### src/rtl/adder_exerciser_pkg.sv
// Shared types and sizes for the ripple-carry adder exerciser.
// Other adder benches reuse these definitions.
package adder_exerciser_pkg;

  localparam int VEC_W   = 9;
  localparam int SUM_W   = 5;
  localparam int ERR_W   = 10;
  localparam int NUM_VEC = 512;

  typedef enum logic [1:0] {
    IDLE,
    SETTLE,
    CHECK,
    DONE
  } state_e;

endpackage

### src/rtl/adder_exerciser_ref_model.sv
// Golden model for a 4-bit adder.
// The vector layout is {c_in, b[3:0], a[3:0]}. The 5-bit sum keeps the carry out.
module adder_ref_model
  import adder_exerciser_pkg::*;
(
  input  logic [VEC_W-1:0] vec_i,
  output logic [SUM_W-1:0] exp_o
);

  assign exp_o = SUM_W'(vec_i[3:0]) + SUM_W'(vec_i[7:4]) + SUM_W'(vec_i[8]);

endmodule

### src/rtl/adder_exerciser.sv
// Exerciser for the 4-bit ripple_carry adder. It walks all 512 operand/carry combinations
// and counts the results that disagree with the golden sum.
module adder_exerciser
  import adder_exerciser_pkg::*;
#(
  parameter int unsigned SETTLE_CYCLES = 2,
  parameter bit          STOP_ON_FAIL  = 1'b0
) (
  input  logic             clk,
  input  logic             rst_n,
  input  logic             start,
  input  logic             sum1,
  input  logic             sum2,
  input  logic             sum3,
  input  logic             sum4,
  input  logic             c_out,
  output logic             a1,
  output logic             a2,
  output logic             a3,
  output logic             a4,
  output logic             b1,
  output logic             b2,
  output logic             b3,
  output logic             b4,
  output logic             c_in,
  output logic             busy,
  output logic             done,
  output logic             pass,
  output logic [ERR_W-1:0] err_count,
  output logic [VEC_W-1:0] first_fail
);

  localparam int CNT_W = (SETTLE_CYCLES < 2) ? 1 : $clog2(SETTLE_CYCLES + 1);
  localparam logic [CNT_W-1:0] CNT_LOAD = CNT_W'(SETTLE_CYCLES);
  localparam logic [CNT_W-1:0] CNT_ONE  = CNT_W'(1);
  localparam logic [VEC_W-1:0] LAST_VEC = VEC_W'(NUM_VEC - 1);
  localparam logic [VEC_W-1:0] VEC_ONE  = VEC_W'(1);
  localparam logic [ERR_W-1:0] ERR_ONE  = ERR_W'(1);

  state_e           state_q;
  logic [VEC_W-1:0] vec_q;
  logic [VEC_W-1:0] failVec_q;
  logic [CNT_W-1:0] cnt_q;
  logic [ERR_W-1:0] errCount_q;
  logic [VEC_W-1:0] firstFail_q;
  logic             mismatchPend_q;
  logic             busy_q;
  logic             done_q;
  logic             pass_q;

  logic [SUM_W-1:0] expSum;
  logic [SUM_W-1:0] obsSum;
  logic             mismatch;

  adder_ref_model u_ref (
    .vec_i (vec_q),
    .exp_o (expSum)
  );

  assign obsSum   = {c_out, sum4, sum3, sum2, sum1};
  assign mismatch = (obsSum != expSum);

  // The mismatch from a CHECK is booked one cycle later. The status outputs track
  // state_q with one cycle of lag, so done rises in the same cycle that err_count is final.
  always_ff @(posedge clk) begin
    if (!rst_n) begin
      state_q        <= IDLE;
      vec_q          <= '0;
      failVec_q      <= '0;
      cnt_q          <= '0;
      errCount_q     <= '0;
      firstFail_q    <= '0;
      mismatchPend_q <= 1'b0;
      busy_q         <= 1'b0;
      done_q         <= 1'b0;
      pass_q         <= 1'b0;
    end else begin
      busy_q         <= (state_q == SETTLE) || (state_q == CHECK);
      done_q         <= (state_q == DONE);
      pass_q         <= (state_q == DONE) && (errCount_q == '0) && !mismatchPend_q;
      mismatchPend_q <= 1'b0;

      if (mismatchPend_q) begin
        errCount_q <= errCount_q + ERR_ONE;
        if (errCount_q == '0) begin
          firstFail_q <= failVec_q;
        end
      end

      case (state_q)
        IDLE, DONE: begin
          if (start) begin
            state_q     <= SETTLE;
            vec_q       <= '0;
            errCount_q  <= '0;
            firstFail_q <= '0;
            cnt_q       <= CNT_LOAD;
          end
        end
        SETTLE: begin
          if (cnt_q <= CNT_ONE) begin
            state_q <= CHECK;
          end else begin
            cnt_q <= cnt_q - CNT_ONE;
          end
        end
        CHECK: begin
          mismatchPend_q <= mismatch;
          failVec_q      <= vec_q;
          if ((vec_q == LAST_VEC) || (STOP_ON_FAIL && mismatch)) begin
            state_q <= DONE;
          end else begin
            vec_q   <= vec_q + VEC_ONE;
            cnt_q   <= CNT_LOAD;
            state_q <= SETTLE;
          end
        end
        default: state_q <= IDLE;
      endcase
    end
  end

  assign {a4, a3, a2, a1} = vec_q[3:0];
  assign {b4, b3, b2, b1} = vec_q[7:4];
  assign c_in             = vec_q[8];
  assign busy             = busy_q;
  assign done             = done_q;
  assign pass             = pass_q;
  assign err_count        = errCount_q;
  assign first_fail       = firstFail_q;

endmodule
### config.mk
export PLATFORM = sky130hd
export DESIGN_NAME = adder_exerciser
export DESIGN_NICKNAME = d
export VERILOG_FILES = /design/src/rtl/adder_exerciser_pkg.sv /design/src/rtl/adder_exerciser_ref_model.sv /design/src/rtl/adder_exerciser.sv
export SDC_FILE = /design/constraint.sdc
export NUM_CORES = 1
export LEC_CHECK = 0
export CORE_UTILIZATION = 35
export DETAILED_ROUTE_END_ITERATION = 6
export GPL_TIMING_DRIVEN = 0
export PLACE_DENSITY = 0.57
export SLEW_MARGIN = 20
export SYNTH_ARGS = -nofsm -noshare
export SYNTH_HDL_FRONTEND = slang
export SYNTH_HIERARCHICAL = 1
export SYNTH_SLANG_ARGS = --single-unit
### constraint.sdc
create_clock -name clk -period 1.9 [get_ports clk]
set_clock_uncertainty 0.05 [all_clocks]
set_input_delay 0.38 -clock clk [delete_from_list [all_inputs] [get_ports clk]]
set_output_delay 0.38 -clock clk [all_outputs]
set_load 0.02 [all_outputs]
# Yosys cells after proc, flatten, opt, wreduce, memory -nomap -nowiden
# Cells that the tools add are included.
# totals
elab_cells,55
input_bits,8
reg_bits,45
# op_classes
n_mux,18
n_eq_ne,9
addsub,5
order_cmp,1
n_reduce_logical,12
# op_table
op,count
$mux W9,6
$mux W10,3
$pmux W9 S2,1
$mux W2,6
$pmux W2 S3,2
$add A10 B1 Y10 const B,1
$logic_not A10 Y1,1
$add A9 B1 Y9 const B,1
$eq A9 B9 Y1 const B,1
$ne A2 B2 Y1 const B,3
$reduce_and A3 Y1,2
$add A4 B4 Y5,1
$add A5 B1 Y5,1
$ne A5 B5 Y1,1
$eq A2 B2 Y1 const B,2
$reduce_and A2 Y1,2
$eq A2 B1 Y1 const B,1
$le A2 B1 Y1 const B,1
$logic_and A1 B1 Y1,2
$logic_not A2 Y1,1
$ne A2 B1 Y1 const B,1
$reduce_bool A2 Y1,1
$reduce_or A2 Y1,1
$sub A2 B1 Y2 const B,1
2 further kinds,2

# Logic depth before layout (Yosys ltp)
# Gate-level depths: netlist of the first run.
# logic_depth
word_depth,5
ltp_mapped,9
depth_no_buf,9

# Hierarchy
# The synthesis of the first run kept the hierarchy.
# modules_own_cells
mod,area_each_um2,n_inst,cells_per_inst
adder_exerciser,2000.7,1,210
adder_ref_model,143.9,1,16

# Least setup slack after synthesis of the first run
# OpenSTA, ideal clock, no wires.
# synth_path
path_type,register to register
from,register vec_q[0]
to,register vec_q[7]
path_buffers,0
arrival_ps,1865
path_stages_with_launch,9
required_ps,1778
slack_ps,-87
cell_sequence,dfxtp_1 > ha_1 > nand2_1 > nor2_1 > ha_1 > nand2_1 > o211ai_1 > or4_1 > a21oi_1
# synth_via
elab_chain_cells,3
# synth_rtl
item,line,source
"start, declared",adder_exerciser.sv:41,logic [VEC_W-1:0] vec_q;
"start signal, assigned",adder_exerciser.sv:113,vec_q <= vec_q + VEC_ONE;
$add A9 B1 Y9 or $eq A9 B9 Y1 (tied branches),"adder_exerciser.sv:113, adder_exerciser.sv:110",
$mux W9 or $ne A2 B2 Y1 (tied branches),--,
$pmux W9 S2 or $reduce_and A3 Y1 (tied branches),--,
# Several ways; a longest one is shown, not always the timed one. The select of a mux whose other input is x is not followed.
# A chain may end at the register's enable or synchronous reset.

# Worst setup path after layout of the first run
# layout_path
from,register vec_q[0]
to,output a1
# layout_lines
item,line,source
"end, declared",adder_exerciser.sv:17,"output logic a1,"
# No word-level cell between the ends.

==> flow_summary.yaml, run 1 <==
run_status:
  outcome: "completed"
route:
  dr.pass1.iters: 4
  drc: 0
  post_drt_wl_per_cell_um: 13.7
  ant_nets: 0
  dr_total_vias: 1790
  vias_per_cell: 5.01
  totalWireLength_um: 4910
  drt_iter0_drc: 58
setup_path:
  required_ps: 1470
  crit_fanout: 4
  worstReg2RegStart: "vec_q[4]$_SDFFE_PN0P_"
  cp.depth: 2
  critPathSlowestCell: "clkdlybuf4s50_1"
  reg2regPathDepth: 8
  regToRegSetupSlack_ps: 60
  crit_family: "buffers and inverters"
  worst_setup_path_end_kind: "output port"
  worstSetupPathType: "register to output port"
  path_buf_inv: 2
  critPathMaxStageDelay_ps: 600
  worstSetupStartpointType: "register"
  cp.arrival_ps: 1430
  timing.rr.end: "vec_q[7]$_SDFFE_PN0P_"
  path_cells: "buf_4, clkdlybuf4s50_1"
sta:
  worstMarginPinSlew_ps: 501
  setup_ws_ps: 39.3
  drv_slew: 0
  rsz0062_at_grt: "yes"
  fmax_mhz: 537
  slew_headroom_pct: 66.4
  hold_slack_ps: 451
  min_period_over_period_pct: 97.9
  hold_violations: 0
  setup_viol: 0
  fin_crit_ps: 1860
finish:
  synthToLayoutAreaGrowth_pct: 33.5
  drive_gt1_share_pct: 16.0
  final_common_cell: "dfxtp_1"
  mostFrequentLayoutCells: "39 x dfxtp_1, 36 x clkdlybuf4s50_1, 26 x nor2_1"
  stdcell_count: 357
  finalNetCount: 303
  antenna_cells: 0
  design_area_mm2: 0.00286
grt:
  grt_pass1_vias: 1677
  grt_start_max_net_pins: 15
  grt_pass1_wl_um: 7890
  antenna_found_initial: 0
  grt_util_all_layers_pct: 16.3
  overflow: 0
power:
  power.total_mw: 1.84
  leakage_nw: 1.18
  peakVddDrop_mv: 0.405
  powerDensity_mw_per_mm2: 644
min_path:
  min_to: "first_fail[1]$_SDFF_PN0_"
  holdPathStages: 2
  hold_class: "register to register"
  min-delay-start: "first_fail[1]$_SDFF_PN0_"
clock_tree:
  clk_transition_reported_paths_ps: 80
  clk_latency_ps: 290
  cts_buffers: 5
  cts_sinks: 45
  cts-htree-levels: 2
  cts_tree: "built"
  cts-root-buf: "clkbuf_8"
  cts.path.max_buffers: 2
synth:
  yosysUniqueCellTypes: 37
  ys_async_sr_fraction_pct: 0
  ys_ff_latch: 45
  ys_warn_count: 6
  netlist_instances: 226
  synth_flop_cell: "dfxtp_1"
  postSynthAreaPerCell_um2: 9.49
  ys_seq_area_share_pct: 42.0
  synthesis.area_mm2: 0.00214
  synth-edff-count: 0
  synth_nets: 248
placement:
  place_ws_ps: -263
  portBuffers: 38
  dpl_cell_area_mm2: 0.00263
  place_hpwl_um: 3360
  gp_congestion: 0.834
  placedCellCount: 339
floorplanning:
  die_h_um: 80.3
  core-area_mm2: 0.00592
  initial_utilization_pct: 36.2
  ios: 39
  dieArea_mm2: 0.00644
  die-width_um: 80.3
  rows: 28
run:
  cap_viol_max_count: 0
-- worst max-delay path by stage --
stage	startpoint	to
after floorplan	vec_q[2]$_SDFFE_PN0P_	vec_q[7]$_SDFFE_PN0P_
after global placement	start	vec_q[7]$_SDFFE_PN0P_
after detailed placement	start	vec_q[7]$_SDFFE_PN0P_
after CTS	state_q[0]$_SDFFE_PN0P_	vec_q[7]$_SDFFE_PN0P_
after global routing	vec_q[8]$_SDFFE_PN0P_	mismatchPend_q$_SDFF_PN0_
final	vec_q[0]$_SDFFE_PN0P_	a1
-- through the flow --
step                TNS [ps]  utilization [%]
global placement       -1430             44.4
detailed placement     -1620             44.4
floorplan                  0                -
global route            -102             48.4
CTS                    -28.0             46.7
finish                     0             48.4
-- synth_stat cells (2+ instances only) --
cell / instances / area (µm²)
and3_1: 2 / 12.5
and4_1: 3 / 26.3
nor3_1: 4 / 20.0
ha_1: 12 / 150
xnor2_1: 8 / 70.1
dfxtp_1: 45 / 901
nor2b_1: 16 / 100
o211a_1: 2 / 20.0
buf_2: 3 / 15.0
nor2_1: 27 / 101
mux2i_1: 20 / 200
nand3_1: 4 / 20.0
fa_1: 2 / 40.0
nor4_1: 3 / 18.8
o21a_1: 2 / 15.0
nand2_1: 13 / 48.8
nand4_1: 6 / 37.5
inv_1: 9 / 33.8
xor2_1: 12 / 105
clkbuf_1: 4 / 15.0
a32oi_1: 2 / 17.5
and2_1: 4 / 25.0
nand2b_1: 3 / 18.8
a21oi_1: 4 / 20.0
o21ai_0: 4 / 20.0
-- report_power, final --
group / internal (mW) / switching (mW)
logic: 0.124 / 0.168
registers: 0.956 / 0.0162
clock network: 0.255 / 0.327
-- per-layer routing --
layer / vias to the layer above / track usage (%) / routed length, µm
met3: 8 / 3.07 / 198
met2: 51 / 27.8 / 2390
met1: 846 / 20.1 / 2250
li1: 885 / - / -
met5: - / 0 / 0
met4: 0 / 6.43 / 74
-- registers in the layout, summed over array words and instances, names as in the netlist --
register,flops
err_count,10
failVec_q,9
first_fail,9
vec_q,9
cnt_q,2
state_q,2
busy,1
done,1
mismatchPend_q,1
pass,1
-- tightest hold or removal path, cell delays in order (launching register included) --
cell     delay (ps)
dfxtp_1         330
mux2i_1          70
nor2_1           70
-- kinds of logic (layout without fill, tap and decap cells) --
| family | after synthesis | after routing | share of synthesized area [%] |
|---|---|---|---|
| muxes | 20 | 20 | 9.33 |
| adders and majority gates | 14 | 14 | 8.87 |
| and+or+nand+nor | 90 | 90 | 21.9 |
| DFF | 45 | 45 | 42.0 |
| buffers and inverters | 16 | 72 | 2.97 |
| AOI/OAI and AO/OA | 21 | 21 | 6.71 |
| xor gates and xnor gates | 20 | 20 | 8.17 |
-- final cells by class --
type | instances | area [µm²]
Tap cell | 75 | 93.8
Sequential cell | 45 | 921
Buffer | 7 | 31.3
Multi-Input combinational cell | 165 | 1240
Fill cell | 572 | 3060
Inverter | 9 | 33.8
Clock inverter | 3 | 16.3
Timing Repair Buffer | 48 | 460
Clock buffer | 5 | 68.8
-- what timing repair did --
item	4_1_cts	5_1_grt
buffers inserted	3	7
hold endpoints to repair	0	0
gates resized for setup	10	17
pin swaps	2	2
hold buffers	0	0
setup endpoints to repair	15	22
(Power assumes the default switching activity.)
==> run 2, diff against run 1 <==
SLEW_MARGIN = 15   (was 20)
==> results of run 2 <==
The final DEF is identical to that of run 1; final timing and power are the same.
==> run 3, diff against run 2 <==
CORE_MARGIN = 2   (was not set)
==> flow_summary.yaml, run 3 (synthesized netlist as in run 1, its figures left out) <==
floorplanning:
  initial_utilization_pct: 36.2
  core-area_mm2: 0.00592
  dieArea_mm2: 0.00677
  die-width_um: 82.3
  ios: 39
  die_h_um: 82.3
  rows: 28
run:
  cap_viol_max_count: 0
route:
  drc: 0
  dr.pass1.iters: 4
  ant_nets: 0
  vias_per_cell: 4.87
  drt_iter0_drc: 30
  dr_total_vias: 1729
  totalWireLength_um: 4750
  post_drt_wl_per_cell_um: 13.4
setup_path:
  crit_fanout: 5
  critPathMaxStageDelay_ps: 390
  worstReg2RegStart: "vec_q[8]$_SDFFE_PN0P_"
  reg2regPathDepth: 9
  timing.rr.end: "mismatchPend_q$_SDFF_PN0_"
  crit_top_cell: "fa_2"
  cp.arrival_ps: 2000
  path_cells: "fa_2, inv_2, fa_2, nor2b_1, o21ai_1, nand2b_1, xor2_1, nor3_1, a31oi_1"
  worstSetupPathType: "register to register"
  worstSetupStartpointType: "register"
  required_ps: 2040
  critPathSlowestCell: "fa_2"
  regToRegSetupSlack_ps: 40
  worst_setup_path_end_kind: "register"
placement:
  portBuffers: 38
  gp_congestion: 0.870
  place_hpwl_um: 3390
  placedCellCount: 339
sta:
  fin_crit_ps: 1860
  drv_slew: 0
  slew_headroom_pct: 57.9
  worstMarginPinSlew_ps: 624
  hold_violations: 0
  min_period_over_period_pct: 97.7
  rsz0062_at_grt: "yes"
  setup_viol: 0
  tns_ps: 0
  fmax_mhz: 539
finish:
  largest_reg_flops: 10
  mostFrequentLayoutCells: "37 x dfxtp_1, 35 x clkdlybuf4s50_1, 26 x nor2_1"
  synthToLayoutAreaGrowth_pct: 32.9
  final_common_cell: "dfxtp_1"
  stdcell_count: 355
  drive_gt1_share_pct: 15.4
  finalNetCount: 301
  multiInputGateArea_mm2: 0.00123
  regArea_um2: 926
  num-fill-cells: 567
  antenna_cells: 0
min_path:
  min-delay-start: "failVec_q[4]$_SDFFE_PN0P_"
  min_to: "first_fail[4]$_SDFF_PN0_"
  holdPathStages: 2
  hold_class: "register to register"
power:
  powerDensity_mw_per_mm2: 642
  peakVddDrop_mv: 0.327
  leakage_nw: 1.16
  power.total_mw: 1.83
grt:
  antenna_found_initial: 0
  grt_start_max_net_pins: 15
  overflow: 0
  grt_pass1_vias: 1624
  grt_util_all_layers_pct: 15.1
  grt_pass1_wl_um: 7740
clock_tree:
  ctsHoldBuffers: 0
  clk_transition_reported_paths_ps: 90
  cts_sinks: 45
  clk_latency_ps: 300
  cts_buffers: 5
  cts.path.max_buffers: 2
  cts_tree: "built"
  cts-htree-levels: 2
  cts-root-buf: "clkbuf_8"
run_status:
  outcome: "completed"
==> run 3: cell count changes in the layout (fill, tap and decap cells not counted), sizes merged <==
cell,previous run,this run
inv,10,9
clkdlybuf4s50,36,35
clkinvlp,0,1
dlymetal6s2s,2,3
buf,13,11
==> run 3: worst max path at each step <==
| stage | from | to | slack, ps | cells past startpoint |
|---|---|---|---|---|
| finish | vec_q[8]$_SDFFE_PN0P_ | mismatchPend_q$_SDFF_PN0_ | 40 | 9 |
| global route | vec_q[8]$_SDFFE_PN0P_ | mismatchPend_q$_SDFF_PN0_ | -130 | 9 |
| CTS | vec_q[2]$_SDFFE_PN0P_ | vec_q[7]$_SDFFE_PN0P_ | 4 | 8 |
| detailed placement | start | vec_q[7]$_SDFFE_PN0P_ | -220 | 5 |
| global placement | start | vec_q[7]$_SDFFE_PN0P_ | -230 | 5 |
| floorplan | vec_q[2]$_SDFFE_PN0P_ | vec_q[7]$_SDFFE_PN0P_ | 6 | 8 |
==> run 3: report_power, final <==
part | switching [mW] | internal, mW
combinational | 0.161 | 0.119
sequential | 0.0158 | 0.955
clock | 0.326 | 0.254
total | 0.503 | 1.33
==> run 3: repair_timing <==
| action | CTS | global route |
|---|---|---|
| pin swaps | 1 | 8 |
| resized for setup | 10 | 18 |
| cloned | 0 | 0 |
| buffers inserted | 2 | 6 |
| endpoints found under the setup margin | 16 | 24 |
==> run 3: through the flow <==
| step | setup WS, ps | cell area, µm² | hold WS (ps) | util [%] |
|---|---|---|---|---|
| after global placement | -227 | 2630 | 427 | 44.4 |
| after floorplan | 5.75 | 2160 | 410 | - |
| final | 43.4 | 2850 | 444 | 48.1 |
| after global routing | -130 | 2850 | 489 | 48.1 |
| after detailed placement | -217 | 2630 | 433 | 44.4 |
| after CTS | 4.15 | 2750 | 448 | 46.5 |
==> run 3: area by class of cell <==
cell class | instances | share of cell area (%)
Buffer | 7 | 1.10
Clock inverter | 3 | 0.615
Inverter | 9 | 1.19
Clock buffer | 5 | 2.41
Timing Repair Buffer | 46 | 15.7
Multi-Input combinational cell | 165 | 43.2
Sequential cell | 45 | 32.5
Tap cell | 75 | 3.29
==> run 3: per-layer routing <==
metal  vias to the layer above  GRT usage, %  part of all wire, %
met5                         -             0                    0
met4                         0          6.33                  1.9
met3                        10          3.15                  4.5
met2                        50          25.5                   47
met1                       789          18.5                   47
li1                        880             -                    -
==> run 3: critical path, delay by kind of cell (launching register included) <==
family	cells	cell delay, ps
flip-flops	1	370
buffers and inverters	1	70
XOR/XNOR	1	140
AO/OA/AOI/OAI	2	230
adder cells (fa/ha/maj)	2	590
AND/OR/NAND/NOR	3	300
